==> config.mk <==
export PLATFORM = sky130hd
export DESIGN_NAME = sc_fir_sequencer_flat
export DESIGN_NICKNAME = d
export VERILOG_FILES = /design/src/rtl/sc_fir_sequencer_if.sv /design/src/rtl/sc_fir_sequencer.sv /design/src/flat_wrapper.sv
export SDC_FILE = /design/constraint.sdc
export NUM_CORES = 1
export LEC_CHECK = 0
export ABC_AREA = 1
export CAP_MARGIN = 20
export CELL_PAD_IN_SITES_DETAIL_PLACEMENT = 1
export CELL_PAD_IN_SITES_GLOBAL_PLACEMENT = 2
export CORE_MARGIN = 4
export CORE_UTILIZATION = 35
export CTS_CLUSTER_SIZE = 12
export DETAILED_ROUTE_END_ITERATION = 12
export PLACE_DENSITY_LB_ADDON = 0.25
export SLEW_MARGIN = 20
export SYNTH_ARGS = -nofsm -noshare
export SYNTH_HDL_FRONTEND = slang
export SYNTH_SLANG_ARGS = --single-unit
==> constraint.sdc <==
create_clock -name clock -period 4.9 [get_ports clock]
set_input_delay 0.98 -clock clock [delete_from_list [all_inputs] [get_ports clock]]
set_output_delay 0.98 -clock clock [all_outputs]
set_load 0.01 [all_outputs]
==> src/rtl/sc_fir_sequencer_if.sv <==
// Sample-in / result-out valid-ready bundle of the stochastic FIR sequencer.
// master = upstream/downstream environment, slave = sequencer.
interface sc_fir_sequencer_if #(
    parameter int N = 12
);
    logic       in_valid;
    logic       in_ready;
    logic [N:0] in_data;
    logic       res_valid;
    logic       res_ready;
    logic [N:0] res_data;

    modport master (
        output in_valid, output in_data, input in_ready,
        input res_valid, input res_data, output res_ready
    );

    modport slave (
        input in_valid, input in_data, output in_ready,
        output res_valid, output res_data, input res_ready
    );
endinterface

==> src/rtl/sc_fir_sequencer.sv <==
// Feeder/controller for the stochastic FIR accumulator: delay line, window counter, RNG, result capture.
// Define SC_VDC_RNG_EN to replace the LFSR with a bit-reversed (van der Corput) copy of sel_bits.
module sc_fir_sequencer #(
    parameter int           N         = 12,
    parameter int           TAPS      = 39,
    parameter logic [N-1:0] LFSR_SEED = 12'hACE,
    parameter logic [N-1:0] LFSR_TAPS = 12'hE08
) (
    input  logic                  clock,
    input  logic                  reset_n,
    sc_fir_sequencer_if.slave     bus,
    output logic [TAPS*(N+1)-1:0] taps,
    output logic                  hwa_start,
    output logic [N-1:0]          sel_bits,
    output logic [N-1:0]          r_y,
    input  logic [N:0]            hwa_out,
    input  logic                  hwa_done
);
    typedef enum logic [1:0] {IDLE, START, RUN, HOLD} state_t;

    localparam logic [N-1:0] SEL_ONE  = {{(N-1){1'b0}}, 1'b1};
    localparam logic [N-1:0] SEL_LAST = {N{1'b1}};

    state_t       state_q;
    logic [N-1:0] sel_q;
    logic         hwa_start_q;
    logic         in_ready_q;
    logic         res_valid_q;
    logic [N:0]   res_data_q;
    logic         accept;
    logic         last_sel;

    assign accept   = bus.in_valid && in_ready_q;
    assign last_sel = (sel_q == SEL_LAST);

    // Delay line: only an accepted sample moves it, so it is frozen for the whole window.
    genvar gi;
    generate
        for (gi = 0; gi < TAPS; gi++) begin : g_tap
            logic [N:0] tap_q;
            if (gi == 0) begin : g_head
                always_ff @(posedge clock or negedge reset_n) begin
                    if (!reset_n) begin
                        tap_q <= '0;
                    end else if (accept) begin
                        tap_q <= bus.in_data;
                    end
                end
            end else begin : g_shift
                always_ff @(posedge clock or negedge reset_n) begin
                    if (!reset_n) begin
                        tap_q <= '0;
                    end else if (accept) begin
                        tap_q <= g_tap[gi-1].tap_q;
                    end
                end
            end
            assign taps[gi*(N+1) +: (N+1)] = tap_q;
        end
    endgenerate

    always_ff @(posedge clock or negedge reset_n) begin
        if (!reset_n) begin
            state_q     <= IDLE;
            sel_q       <= '0;
            hwa_start_q <= 1'b0;
            in_ready_q  <= 1'b1;
            res_valid_q <= 1'b0;
            res_data_q  <= '0;
        end else begin
            case (state_q)
                IDLE: begin
                    if (accept) begin
                        state_q     <= START;
                        in_ready_q  <= 1'b0;
                        hwa_start_q <= 1'b1;
                        sel_q       <= '0;
                    end
                end
                START: begin
                    state_q     <= RUN;
                    hwa_start_q <= 1'b0;
                end
                RUN: begin
                    // The counter alone ends the window; hwa_done is only cross-checked.
                    sel_q <= sel_q + SEL_ONE;
                    if (last_sel) begin
                        res_data_q  <= hwa_out;
                        res_valid_q <= 1'b1;
                        state_q     <= HOLD;
                    end
                end
                HOLD: begin
                    if (bus.res_ready) begin
                        res_valid_q <= 1'b0;
                        in_ready_q  <= 1'b1;
                        state_q     <= IDLE;
                    end
                end
                default: state_q <= IDLE;
            endcase
        end
    end

`ifdef SC_VDC_RNG_EN
    logic [N-1:0] sel_rev;
    generate
        for (gi = 0; gi < N; gi++) begin : g_rev
            assign sel_rev[gi] = sel_q[N-1-gi];
        end
    endgenerate
    assign r_y = (state_q == RUN) ? sel_rev : '0;
`else
    logic [N-1:0] lfsr_q;
    logic [N-1:0] lfsr_d;

    assign lfsr_d = {lfsr_q[N-2:0], ^(lfsr_q & LFSR_TAPS)};

    // Reloaded in START so every window sees the same sequence starting at the seed.
    always_ff @(posedge clock or negedge reset_n) begin
        if (!reset_n) begin
            lfsr_q <= LFSR_SEED;
        end else if (state_q == START) begin
            lfsr_q <= LFSR_SEED;
        end else if (state_q == RUN) begin
            lfsr_q <= lfsr_d;
        end
    end
    assign r_y = lfsr_q;
`endif

    assign sel_bits      = sel_q;
    assign hwa_start     = hwa_start_q;
    assign bus.in_ready  = in_ready_q;
    assign bus.res_valid = res_valid_q;
    assign bus.res_data  = res_data_q;

    a_hwa_done_consistent: assert property (@(posedge clock) disable iff (!reset_n)
        hwa_done == ((state_q == RUN) && last_sel));
endmodule
==> src/flat_wrapper.sv <==
// flat-port wrapper written by rule: the top's interface ports become plain ports
module sc_fir_sequencer_flat 
#(
    parameter int           N         = 12,
    parameter int           TAPS      = 39,
    parameter logic [N-1:0] LFSR_SEED = 12'hACE,
    parameter logic [N-1:0] LFSR_TAPS = 12'hE08
)
  (clock, reset_n, taps, hwa_start, sel_bits, r_y, hwa_out, hwa_done, bus_in_valid, bus_in_data, bus_in_ready, bus_res_valid, bus_res_data, bus_res_ready);
  sc_fir_sequencer_if #(.N(N)) bus_i ();
  input  logic clock;
  input  logic reset_n;
  output logic [TAPS*(N+1)-1:0] taps;
  output logic hwa_start;
  output logic [N-1:0] sel_bits;
  output logic [N-1:0] r_y;
  input  logic [N:0] hwa_out;
  input  logic hwa_done;
  input wire logic [$bits(bus_i.in_valid)-1:0] bus_in_valid;
  input wire logic [$bits(bus_i.in_data)-1:0] bus_in_data;
  output wire logic [$bits(bus_i.in_ready)-1:0] bus_in_ready;
  output wire logic [$bits(bus_i.res_valid)-1:0] bus_res_valid;
  output wire logic [$bits(bus_i.res_data)-1:0] bus_res_data;
  input wire logic [$bits(bus_i.res_ready)-1:0] bus_res_ready;
  assign bus_i.in_valid = bus_in_valid;
  assign bus_i.in_data = bus_in_data;
  assign bus_in_ready = bus_i.in_ready;
  assign bus_res_valid = bus_i.res_valid;
  assign bus_res_data = bus_i.res_data;
  assign bus_i.res_ready = bus_res_ready;
  sc_fir_sequencer #(.N(N), .TAPS(TAPS), .LFSR_SEED(LFSR_SEED), .LFSR_TAPS(LFSR_TAPS)) u_core (.clock(clock), .reset_n(reset_n), .bus(bus_i), .taps(taps), .hwa_start(hwa_start), .sel_bits(sel_bits), .r_y(r_y), .hwa_out(hwa_out), .hwa_done(hwa_done));
endmodule
==> results of run 1 <==
-- cells by family (layout without fill, tap and decap cells) --
family,Yosys count,in the layout,share of synthesized area
AO/OA/AOI/OAI,78,78,0.0202
flip-flops,549,549,0.659
buffers and inverters,125,760,0.0362
adder cells (fa/ha/maj),6,6,0.00360
multiplexers,455,455,0.246
AND/OR/NAND/NOR,182,182,0.0349
-- stage by stage --
| stage | power (mW) | hold WS [ns] | utilization | instance area (um^2) | worst slack [ns] |
|---|---|---|---|---|---|
| global placement | 4.75 | 0.464 | 0.463 | 27300 | 1.59 |
| detailed placement | 4.75 | 0.470 | 0.463 | 27300 | 1.54 |
| finish | 9.02 | 0.405 | 0.496 | 29300 | 2.13 |
| global route | 9.39 | 0.433 | 0.496 | 29300 | 2.07 |
| CTS | 9.19 | 0.403 | 0.496 | 29300 | 2.07 |
| floorplan | 4.62 | 0.491 | - | 20800 | 2.98 |
-- state kept, by name (all words and copies together), names as in the netlist --
register              flops
u_core.g_tap.tap_q      507
u_core.bus.res_data      13
u_core.r_y               12
u_core.sel_bits          12
u_core.state_q            2
u_core.bus.in_ready       1
u_core.bus.res_valid      1
u_core.hwa_start          1
-- worst paths after layout --
path	start	end	cells past startpoint
worst max register to register	u_core.bus.in_ready	u_core.g_tap[22].tap_q[2]	3
max in group asynchronous	reset_n	u_core.bus.res_data[8]	2
worst max-delay path	u_core.bus.in_ready	bus_in_ready	1
min in group clock	u_core.bus.res_data[11]	u_core.bus.res_data[11]	2
worst min register to register	u_core.bus.res_data[11]	u_core.bus.res_data[11]	2
worst min-delay path	reset_n	u_core.g_tap[29].tap_q[4]	1
-- final cells by class --
| class | instances | area, um^2 |
|---|---|---|
| Fill cell | 5899 | 29700 |
| Sequential cell | 549 | 13700 |
| Multi-Input combinational cell | 721 | 6350 |
| Timing Repair Buffer | 593 | 6050 |
| Clock buffer | 96 | 1860 |
| Tap cell | 773 | 967 |
| Inverter | 60 | 225 |
| Clock inverter | 11 | 73.8 |
-- per-layer routing --
layer  vias up  wire length (um)  GRT usage
met5         -                 0          0
met4         0              2070     0.0634
met3        95              5680     0.0759
met2       388             32100      0.343
met1      6847             23000      0.213
li1       5951                 -          -
-- layout by cell type (no fill, tap or decap) --
master / netlist / routed
a21boi_0: 1 / 1
a21oi_1: 31 / 31
a22oi_1: 8 / 8
buf_12: 0 / 12
buf_4: 2 / 5
buf_8: 0 / 1
clkbuf_1: 5 / 14
clkbuf_16: 0 / 60
clkbuf_8: 0 / 22
clkdlybuf4s50_1: 0 / 575
clkinv_2: 0 / 8
clkinv_4: 0 / 1
clkinv_8: 0 / 1
dfrtp_1: 541 / 541
dfstp_2: 8 / 8
ha_1: 6 / 6
inv_1: 60 / 60
inv_6: 0 / 1
mux2_1: 294 / 294
mux2_2: 161 / 161
nand2_1: 116 / 115
nand2_4: 0 / 1
nand3_1: 9 / 9
nand4_1: 6 / 6
nor2_1: 45 / 45
nor2_2: 1 / 1
nor2_4: 1 / 1
nor3_1: 2 / 2
o21ai_0: 33 / 33
o21bai_1: 1 / 1
o22ai_1: 4 / 4
or2_2: 2 / 2
-- power by group --
| group | internal, mW | total (mW) | leakage (nW) | switching, mW |
|---|---|---|---|---|
| Sequential | 4.54 | 4.54 | 7.39 | 0 |
| Combinational | 0.0302 | 0.124 | 6.15 | 0.0934 |
| Clock | 2.57 | 4.36 | 0.961 | 1.79 |
==> impl_metrics.csv, run 1 <==
group,metric,value,unit
timing,fin_crit_sh,0.564,
cts,cts_resized,0,
die,die_area,0.0635,mm^2
route,drt_iter0_markers,568,
timing,setup_violations,0,
final_layout,final_layout_size_suffix_gt1_frac,0.140,
timing,clock-skew-final,0.0188,ns
timing,min_period,2.77,ns
worst_setup_path,crit_type,"reg2out",
route,routedWlPerCell,22.4,um
logic_synthesis,synth_cells,1395,
logic_synthesis,synth_seq_cells,549,
route,remaining_drc_errors,0,
timing,clock.fmax,362,MHz
die,initial_core_util,0.353,
die,io_pins,578,
logic_synthesis,synth.area.top_cells,"dfrtp_1 65%, mux2_1 16%, mux2_2 8.7%",
logic_synthesis,syn_area,0.0208,mm^2
worst_setup_path,max_stage_delay,0.60,ns
logic_synthesis,synthFlopType,"dfrtp_1",
outcome,status,"completed",
placement,placedCellCount,2696,
timing,worst_pin_slew,0.960,ns
logic_synthesis,yosysUniqueCellTypes,26,
worst_setup_path,r2r_slack,2.69,ns
worst_setup_path,cp-start-kind,"flip-flop",
cts,cts_setup_buffers,0,
global_route,grt_max_degree,98,
logic_synthesis,yosysSeqAreaShare,0.659,
route,final_antenna_net_count,0,
cts,cts_hold_buf,0,
cts,root_buffer,"clkbuf_16",
power_and_ir_drop,ir_drop,248,uV
global_route,grt_overflow,0,
cts,cts_made_buffers,59,
route,routed_wl,62800,um
final_layout,fin_cells,2803,
logic_synthesis,yosys.area.top_type,"dfrtp_1",
run,drv_cap,0,
timing,slew_violations,0,
worst_setup_path,cp_max_fo,5,
timing,hold_viol_final,0,
cts,clock_path_buffers,3,
die,rows,89,
worst_setup_path,critPathTopFamily,"flip-flops",
global_route,grt_pass1_vias,14400,
final_layout,diodes,0,
cts,path_clk_slew,0.06,ns
logic_synthesis,synth_area_per_cell,14.9,um^2
logic_synthesis,synth_common_cells,"541 x dfrtp_1, 294 x mux2_1, 161 x mux2_2, 116 x nand2_1, 60 x inv_1",
timing,maxSlewHeadroom,0.360,
hold_path,hold_class,"in2async",
logic_synthesis,synth-edff-count,0,
worst_setup_path,crit_buf_inv,1,
cts,cts_max_level,2,
global_route,antenna_found_initial,0,
power_and_ir_drop,powerDensity,308,mW/mm^2
placement,io_buffers,576,
cts,clock_sinks,549,
worst_setup_path,critPathCaptureType,"primary output",
logic_synthesis,synthesis.nets,1432,
placement,gp_congestion,0.811,
worst_setup_path,required,3.92,ns
cts,insertion_delay,0.61,ns
final_layout,fin_nets,2021,
worst_setup_path,cp_cell_sequence,"clkdlybuf4s50_1",
logic_synthesis,yosysMostFrequentCell,"dfrtp_1",
logic_synthesis,synth_top_area_frac,0.649,
logic_synthesis,async_flop_share,1.00,
die,die_y,252,um
final_layout,area_growth_syn_to_layout,40.4,%
power_and_ir_drop,leakagePower,14.5,nW
route,avgViaCountPerCell,4.74,
global_route,grt_pass1_wl,94100,um
timing,tns,0,ns
timing,rsz0062_at_grt,"no",
route,firstDrtPassIters,4,
die,die_w,252,um
die,core_area,0.0590,mm^2
placement,hpwlAfterDp,46700,um
logic_synthesis,ys_warn_count,0,
global_route,grt_use_total,0.193,
route,vias,13300,
worst_setup_path,crit_slowest_cell,"dfstp_2",
cts,cts_tree,"yes",
worst_setup_path,arrival,1.79,ns
Note: power is estimated with default switching activity, not from simulation.
==> run 2, diff against run 1 <==
Settings changed: CORE_UTILIZATION 35 to 29.
Clock period 4.9 ns to 2.5 ns, I/O delays scaled along.
==> run 2 against run 1 <==
Against the previous run:
- clock power rose by 120%
- first-iteration DRC count fell by 20%
- register-to-register slack got worse by 2.3 ns
- sequential power rose by 96%
- critical path depth did not move
- wire length rose by 6.7%
- global-route usage fell by 2.1 points
- clock-buffer cell count rose by 2
- clock skew rose by 0.00063 ns
==> impl_metrics.csv, run 2 (synthesis results as in run 1) <==
group,metric,value,unit
final_layout,area_growth_syn_to_layout,44.9,%
worst_setup_path,cp_cell_sequence,"clkdlybuf4s50_1",
outcome,status,"completed",
cts,path_clk_slew,0.06,ns
worst_setup_path,crit_cells,1,
route,firstDrtPassIters,4,
power_and_ir_drop,p_sw,3.97,mW
cts,root_buffer,"clkbuf_16",
timing,fin_crit_sh,0.920,
worst_setup_path,cp_max_fo,4,
hold_path,hold_class,"in2reg",
cts,cts_made_buffers,66,
die,die_y,276,um
final_layout,final_util,0.423,
run,drv_cap,0,
route,vias,13500,
final_layout,design_area,0.0302,mm^2
route,routed_wl,67000,um
hold_path,min_delay_path_depth,3,
timing,setup_violations,0,
die,rows,98,
timing,rsz0062_at_grt,"no",
power_and_ir_drop,combPwrFrac,0.015,
worst_setup_path,crit_buf_inv,1,
cts,cts_tree,"yes",
route,avgViaCountPerCell,4.46,
worst_setup_path,crit_type,"reg2out",
final_layout,layout_common_cells,"575 x clkdlybuf4s50_1, 541 x dfrtp_1, 294 x mux2_1",
placement,hpwlAfterDp,50800,um
power_and_ir_drop,powerDensity,622,mW/mm^2
cts,clock_sinks,549,
worst_setup_path,crit_slowest_cell,"clkdlybuf4s50_1",
power_and_ir_drop,p_int,14.8,mW
final_layout,seq_area,0.0137,mm^2
timing,hold_viol_final,0,
worst_setup_path,cp-start-kind,"flip-flop",
timing,worst_pin_slew,0.706,ns
die,io_pins,578,
final_layout,final_common_cell,"clkdlybuf4s50_1",
die,core_area,0.0714,mm^2
power_and_ir_drop,ir_drop,406,uV
route,final_antenna_net_count,0,
timing,maxSlewHeadroom,0.528,
cts,clock_path_buffers,3,
timing,clock.fmax,435,MHz
route,remaining_drc_errors,0,
worst_setup_path,r2r_cells,6,
placement,dpl-instance-area,0.0280,mm^2
final_layout,final_layout_size_suffix_gt1_frac,0.160,
placement,gp_congestion,0.803,
die,initial_core_util,0.292,
worst_setup_path,max_stage_delay,0.64,ns
final_layout,largest_reg_flops,507,
timing,min_period,2.30,ns
placement,io_buffers,576,
die,die_area,0.0762,mm^2
final_layout,fin_nets,2068,
cts,insertion_delay,0.59,ns
route,drt_iter0_markers,454,
power_and_ir_drop,leakagePower,14.9,nW
worst_setup_path,critPathTopFamily,"buffers and inverters",
final_layout,nFillCells,7316,
global_route,antenna_found_initial,1,
timing,whs,0.459,ns
route,routedWlPerCell,22.1,um
global_route,grt_pass1_wl,101000,um
global_route,grt_overflow,0,
timing,clock-skew-final,0.0194,ns
power_and_ir_drop,clkPwrFrac,0.512,
cts,cts_max_level,3,
global_route,grt_pass1_vias,15000,
final_layout,regMostFlops,"u_core.g_tap.tap_q",
timing,slew_violations,0,
power_and_ir_drop,power,18.8,mW
power_and_ir_drop,seq_power_share,0.473,
worst_setup_path,arrival,1.80,ns
global_route,grt_max_degree,89,
worst_setup_path,critPathCaptureType,"primary output",
timing,tns,0,ns
die,die_w,276,um
final_layout,multi_input_area,0.00635,mm^2
global_route,grt_use_total,0.172,
cts,cts_setup_buffers,0,
worst_setup_path,required,2.00,ns
power_and_ir_drop,switching_share,0.211,
-- run 2: changes by cell type in the layout (fill, tap and decap cells not counted), moves of 2 or more --
cell and delta:
clkbuf_16 +7, inv_6 +2, diode_2 +2, buf_12 +11, bufinv_16 +4, clkinv_2 -2
clkbuf_8 -6, buf_4 +28
-- run 2: power groups by stage --
stage | clock network (mW) | registers, mW | logic (mW)
after CTS | 10.0 | 8.89 | 0.303
after global routing | 10.4 | 8.88 | 0.329
after detailed placement | 0 | 9.05 | 0.301
final | 9.63 | 8.89 | 0.283
after global placement | 0 | 9.05 | 0.294
after floorplan | 0 | 9.05 | 0.000236
-- run 2: area by class of cell --
type,count,share of cell area
diodes,2,0.000166
well taps,950,0.0393
repair buffers,633,0.215
inverters,60,0.00745
clock inverters,19,0.00841
flip-flops and latches,549,0.455
clock buffers,98,0.0646
multi-input cells,721,0.210
-- run 2: path summary, 6_finish.rpt --
path,from,end,slack [ns]
min in group asynchronous,reset_n,u_core.g_tap[36].tap_q[9],0.47
min reg2reg,u_core.bus.res_data[11],u_core.bus.res_data[11],0.48
min,hwa_out[10],u_core.bus.res_data[10],0.46
max,u_core.g_tap[2].tap_q[3],taps[29],0.20
max in group asynchronous,reset_n,u_core.r_y[11],1.12
max reg2reg,u_core.sel_bits[0],u_core.bus.res_data[2],0.43
-- run 2: per-layer routing --
layer  vias up  global-route usage  wire, um
li1       6057                   -         -
met1      6973               0.191     25500
met2       391               0.300     33800
met3       103              0.0674      5450
met4         0              0.0621      2320
met5         -                   0         0
-- run 2: repair_timing --
item / CTS / global route
hold buffers: 1 / 0
hold endpoints to repair: 29 / 0
gates resized for setup: 0 / 0
-- run 2: metrics by stage --
step | setup slack (ns) | cells
after floorplan | 0.960 | 1395
after global placement | 0.262 | 2912
after detailed placement | 0.225 | 2912
after CTS | 0.120 | 3030
after global routing | 0.136 | 3031
final | 0.199 | 3032
==> run 3, diff against run 2 <==
Settings changed: CTS_CLUSTER_SIZE 12 to 28.
==> run 3 against run 2 <==
Against the previous run:
- first-iteration DRC count rose by 11%
- die area did not move
- maximum frequency rose by 1.3%
- non-clock buffer count did not move
- via count rose by 0.19%
- sequential share of layout area barely moved
- core utilization barely moved
- clock power barely moved
- sequential power barely moved
- power barely moved
- register-to-register slack barely moved
- wire length barely moved
- critical path type unchanged
- largest cell class unchanged
- highest routed layer unchanged
==> impl_metrics.csv, run 3 (synthesis results as in run 1) <==
group,metric,value,unit
outcome,status,"completed",
timing,worst_pin_slew,0.690,ns
placement,hpwlAfterDp,50800,um
global_route,grt_pass1_vias,15000,
route,drt_iter0_markers,505,
die,rows,98,
route,firstDrtPassIters,4,
die,die_w,276,um
power_and_ir_drop,powerDensity,622,mW/mm^2
worst_setup_path,r2r_end,"u_core.bus.res_data[2]",
route,avgViaCountPerCell,4.47,
cts,cts_made_buffers,66,
worst_setup_path,crit_buf_inv,1,
worst_setup_path,critPathTopFamily,"buffers and inverters",
final_layout,final_common_cell,"clkdlybuf4s50_1",
cts,path_clk_slew,0.06,ns
timing,fin_crit_sh,0.908,
global_route,met1_usage,0.192,
cts,clock_sinks,549,
timing,slew_violations,0,
route,remaining_drc_errors,0,
final_layout,fin_nets,2068,
worst_setup_path,critPathCaptureType,"primary output",
global_route,top_usage_layer,"met2",
worst_setup_path,cp_max_fo,3,
timing,rsz0062_at_grt,"no",
timing,clock.fmax,440,MHz
final_layout,regMostFlops,"u_core.g_tap.tap_q",
worst_setup_path,arrival,1.77,ns
hold_path,hold_class,"in2reg",
placement,gp_congestion,0.803,
route,routed_wl,67100,um
global_route,grt_use_total,0.172,
final_layout,largest_reg_flops,507,
timing,maxSlewHeadroom,0.539,
die,io_pins,578,
final_layout,layout_common_cells,"575 x clkdlybuf4s50_1, 541 x dfrtp_1, 294 x mux2_1",
route,final_antenna_net_count,0,
placement,io_buffers,576,
global_route,grt_pass1_wl,101000,um
die,core_area,0.0714,mm^2
worst_setup_path,r2r_slack,0.44,ns
timing,clock-skew-final,0.0190,ns
final_layout,design_area,0.0302,mm^2
worst_setup_path,reg2reg_from,"u_core.sel_bits[0]",
worst_setup_path,max_stage_delay,0.63,ns
final_layout,final_layout_size_suffix_gt1_frac,0.161,
hold_path,min_delay_path_depth,3,
route,vias,13600,
cts,insertion_delay,0.59,ns
global_route,grt_overflow,0,
worst_setup_path,crit_type,"reg2out",
timing,hold_viol_final,0,
placement,dpl-instance-area,0.0280,mm^2
timing,tns,0,ns
die,die_y,276,um
route,routedWlPerCell,22.1,um
power_and_ir_drop,leakagePower,14.9,nW
timing,setup_violations,0,
cts,root_buffer,"clkbuf_16",
worst_setup_path,required,2.00,ns
die,die_area,0.0762,mm^2
hold_path,hp-start,"hwa_out[10]",
worst_setup_path,crit_slowest_cell,"clkdlybuf4s50_1",
power_and_ir_drop,ir_drop,406,uV
cts,cts_max_level,3,
timing,min_period,2.27,ns
cts,cts_resized,0,
run,drv_cap,0,
global_route,use_met2,0.300,
worst_setup_path,cp-start-kind,"flip-flop",
die,initial_core_util,0.292,
worst_setup_path,r2r_cells,6,
global_route,grt_use_met3,0.0670,
final_layout,area_growth_syn_to_layout,44.9,%
cts,cts_tree,"yes",
cts,cts_hold_buf,1,
global_route,grt_max_degree,89,
cts,cts_setup_buffers,0,
global_route,antenna_found_initial,1,
cts,clock_path_buffers,3,
hold_path,hold-path-endpoint,"u_core.bus.res_data[10]",
worst_setup_path,cp_cell_sequence,"clkdlybuf4s50_1",
==> run 3: cell count changes in the layout (fill, tap and decap cells not counted) <==
cell	previous run	this run
clkbuf_8	16	15
diode_2	2	1
clkbuf_1	15	14
clkinvlp_4	1	2
clkinv_2	6	7
==> run 3: cell type report <==
type	count	area, um^2
clock buffers	96	1940
multi-input cells	721	6350
well taps	950	1190
fillers	7314	41200
clock inverters	21	267
repair buffers	633	6490
diodes	1	2.50
flip-flops and latches	549	13700
inverters	60	225
==> run 3: stage by stage <==
step                      total power, mW  cells  hold slack, ns  setup slack [ns]  utilization
final                                18.8   3031           0.460             0.230        0.423
after global routing                 19.6   3031           0.451             0.136        0.423
after CTS                            19.2   3030           0.410             0.120        0.423
after detailed placement             9.35   2912           0.470             0.225        0.392
after global placement               9.34   2912           0.464             0.262        0.392
after floorplan                      9.05   1395           0.204             0.960            -
==> run 3: how the worst max path moves through the flow <==
stage / start / endpoint / cells after the start
floorplan: u_core.state_q[0] / u_core.sel_bits[6] / 8
global placement: bus_in_valid / u_core.g_tap[17].tap_q[9] / 5
detailed placement: bus_in_valid / u_core.g_tap[17].tap_q[6] / 5
CTS: u_core.g_tap[2].tap_q[3] / taps[29] / 1
global route: u_core.g_tap[2].tap_q[3] / taps[29] / 1
finish: u_core.g_tap[2].tap_q[3] / taps[29] / 1
==> run 3: power by group <==
part	leakage [nW]	switching, mW	internal, mW
Clock	1.08	3.79	5.83
Sequential	7.39	0	8.89
Combinational	6.39	0.195	0.0880
Total	14.9	3.99	14.8
==> run 3: layer usage <==
metal / routed length (um) / vias to the layer above
met5: 0 / -
met4: 2320 / 0
met3: 5410 / 102
met2: 33900 / 391
met1: 25500 / 7003
li1: - / 6054
